File: src/rtl/ariane_pkg.sv
// rtl/ariane_pkg.sv - scoreboard entry and functional-unit opcodes seen at issue
package ariane_pkg;
  typedef enum logic [7:0] {
    ADD, SUB, ANDL, ORL, XORL, JALR, LD, SD, BEQ
  } fu_op;

  typedef struct packed {
    logic [63:0] cause;
    logic [63:0] tval;
    logic        valid;
  } exception_t;

  typedef struct packed {
    logic [63:0] pc;
    fu_op        op;
    logic [5:0]  rs1;
    logic [5:0]  rd;
    logic [63:0] result;
    exception_t  ex;
  } scoreboard_entry_t;
endpackage

File: src/rtl/cfi_pkg.sv
// rtl/cfi_pkg.sv - shared types and register constants for the return-landing checker
package cfi_pkg;
  typedef enum logic {
    IDLE  = 1'b0,
    ARMED = 1'b1
  } cfi_state_e;

  typedef struct packed {
    logic is_ret;
    logic is_mark;
    logic is_exc;
  } cfi_class_t;

  localparam logic [4:0] RA_REG   = 5'd1;
  localparam logic [4:0] ZERO_REG = 5'd0;
endpackage

File: src/rtl/cfi_entry_classify.sv
// rtl/cfi_entry_classify.sv - classifies one scoreboard entry as return, marker or exception
module cfi_entry_classify
  import cfi_pkg::*;
#(
  parameter ariane_pkg::fu_op MARK_OP  = ariane_pkg::ADD,
  parameter logic [4:0]       MARK_RD  = 5'd0,
  parameter logic [4:0]       MARK_RS1 = 5'd0,
  parameter logic [4:0]       MARK_IMM = 5'd1
) (
  input  ariane_pkg::scoreboard_entry_t entry,
  output cfi_class_t                    cls
);

  // Only the low five bits of the immediate are part of the marker encoding.
  logic unused_bits;
  assign unused_bits = ^{entry.pc, entry.result[63:5], entry.ex.cause, entry.ex.tval};

  assign cls.is_exc  = entry.ex.valid;
  assign cls.is_ret  = !entry.ex.valid && (entry.op == ariane_pkg::JALR) &&
                       (entry.rd == {1'b0, ZERO_REG}) && (entry.rs1 == {1'b0, RA_REG});
  assign cls.is_mark = (entry.op == MARK_OP) && (entry.rd[4:0] == MARK_RD) &&
                       (entry.rs1[4:0] == MARK_RS1) && (entry.result[4:0] == MARK_IMM);

endmodule

File: config.mk
export PLATFORM = sky130hd
export DESIGN_NAME = cfi_entry_classify
export DESIGN_NICKNAME = d
export VERILOG_FILES = /design/src/rtl/ariane_pkg.sv /design/src/rtl/cfi_pkg.sv /design/src/rtl/cfi_entry_classify.sv
export SDC_FILE = /design/constraint.sdc
export NUM_CORES = 1
export LEC_CHECK = 0
export CAP_MARGIN = 5
export CORE_AREA = 2 2 108 110
export DETAILED_ROUTE_END_ITERATION = 6
export DIE_AREA = 0 0 110 112
export RECOVER_POWER = 100
export SLEW_MARGIN = 10
export SYNTH_ARGS = -nofsm -noshare
export SYNTH_HDL_FRONTEND = slang
export SYNTH_SLANG_ARGS = --single-unit
export TNS_END_PERCENT = 100
File: constraint.sdc
create_clock -name vclk -period 0.9
set_input_delay 0.18 -clock vclk [all_inputs]
set_output_delay 0.18 -clock vclk [all_outputs]
set_load 0.01 [all_outputs]
==> metrics.md <==
| Metric | Value |
|---|---|
| CP required | `0.72 ns` |
| Die width | `110 um` |
| Vias in the first global route | `272` |
| Final worst slack | `-0.421 ns` |
| Critical path cell sequence | `buf_6 -> nor4_4 -> nand4_1 -> buf_4 -> nor4_4 -> buf_4` |
| Placer Congestion | `0.678` |
| Vias per inst | `1.26` |
| Pwr dens | `240 nW/um^2` |
| Placed Area | `566 um^2` |
| Netlist cell types | `9` |
| Rows | `39` |
| Commonest non-fill, non-tap cell in the layout | `buf_2` |
| Max-slew violations | `0` |
| Syn-to-layout area delta | `550%` |
| Clkbuf count | `0` |
| Fmax | `757 MHz` |
| Syn Std Cell Area | `87.6 um^2` |
| Crit path from | `entry[209]` |
| Violated checks | `negative setup slack` |
| Register area | `0 um^2` |
| Hold Fails Final Rpt | `0` |
| Drc violations | `0` |
| Average wire per standard cell | `8.85 um` |
| CP startpoint kind | `primary input` |
| Max-cap violation count | `0` |
| Fraction of layout cells with a size suffix above 1 | `0.643` |
| Die area | `12300 um^2` |
| DRT Pass-1 Iters | `4` |
| Finished Layout Cells | `186` |
| Fin crit period | `1.32 ns` |
| Final setup fails | `2` |
| Routed WL | `1650 um` |
| WHS | `0.715 ns` |
| CP Class | `primary input to output pin` |
| RSZ-0062 raised after global routing | `yes` |
| Initial drt markers | `2` |
| Critical path endpoint category | `output pin` |
| Final core utilization | `0.0509` |
| CP peak stage delay | `0.25 ns` |
| Hold Crit Class | `primary input to output pin` |
| Tcrit/Tclk final | `1.47` |
| Most frequent cells in the layout | `buf_2 (11), clkdlybuf4s15_1 (7), nor4_4 (4)` |
| Top Ports | `280` |
| Dpl cells | `184` |
| Gr usage total | `0.0252` |
| Nets | `321` |
| First-pass GRT wire length | `2160 um` |
| Final antenna-violating net count | `0` |
| Sequential-to-total area share from yosys stat | `0` |
| Largest net degree at the start of global routing | `3` |
| DR vias | `234` |
| Final Cell Area | `569 um^2` |
| Cells after synthesis | `12` |
| Static leakage | `0.000161 uW` |
| Crit-path max FO | `2` |
| Port buffer count | `29` |
| Initial antenna violation count | `1` |
| Sequential cells | `0` |
| Status | `finished, violations left` |
| Hold path start | `entry[131]` |
| Slew headroom | `0.855` |
| Mean area per synthesized cell | `7.30 um^2` |
| Syn_nets | `289` |
| Layout fillers | `1298` |
| Yosys synthesis warning count | `0` |
| Final setup TNS | `-0.647 ns` |
| Crit path DAT | `1.14 ns` |
| Core Area | `11200 um^2` |
| WHS Path Cells | `5` |
| Peak VDD IR | `78.8 uV` |
| Slowest cell on the critical path | `nor4_4` |
| Initial Util | `0.00784` |
| Measured slew at the worst slew-check pin | `0.215 ns` |
| GRT overflow | `0` |
| Hold-fix buffers, CTS | `0` |
| Die H | `112 um` |
cell families (layout without fill, tap and decap cells):
group / Yosys count / count (layout) / synth area share
buffers and inverters: 1 / 31 / 0.0857
other: 0 / 1 / 0
AND/OR/NAND/NOR: 11 / 11 / 0.914
synth_stat cells:
master    number  area share
nor3_1         1       0.057
nand4_1        1       0.071
nor4_2         2        0.29
nor4b_1        1        0.10
nor4_1         3        0.21
buf_4          1       0.086
nor2_1         1       0.043
nand4b_1       1        0.10
nand2_1        1       0.043
layout make-up:
class              instances  area [um^2]  share of cell area
well taps                143          179               0.314
diodes                     1         2.50             0.00440
multi-input cells         11          139               0.244
repair buffers            31          249               0.437
worst paths after layout:
check / slack (ns) / to
min: 0.72 / cls[1]
max: -0.42 / cls[2]
routing by layer:
| metal | GRT usage | part of all wire |
|---|---|---|
| met1 | 0.0538 | 0.72 |
| met2 | 0.0127 | 0.11 |
| met3 | 0.0164 | 0.17 |
| met4 | 0 | 0 |
| met5 | 0 | 0 |
what timing repair did:
action | in CTS | in global routing
gates cloned | 0 | 0
endpoints found under the setup margin | 3 | 3
gates resized for setup | 91 | 6
buffers inserted | 1 | 0
pin swaps | 11 | 2
worst max-delay path, delay by kind of cell:
| family | cells | cell delay [ns] |
|---|---|---|
| buffers and inverters | 3 | 0.43 |
| AND/OR/NAND/NOR | 3 | 0.52 |
power by group:
group | leakage [uW] | internal (uW) | switching [uW]
combinational | 0.000161 | 84.5 | 52.1
clock | 0.00000000634 | 0.000149 | 0
sequential | 0 | 0 | 0
metrics by stage:
step,total power (uW),worst slack (ns)
5_1_grt,144,-0.525
6_report,137,-0.421
3_3_place_gp,146,-1.23
3_5_place_dp,147,-1.35
4_1_cts,127,-0.436
2_1_floorplan,13.3,-0.174
(Power assumes the default switching activity.)
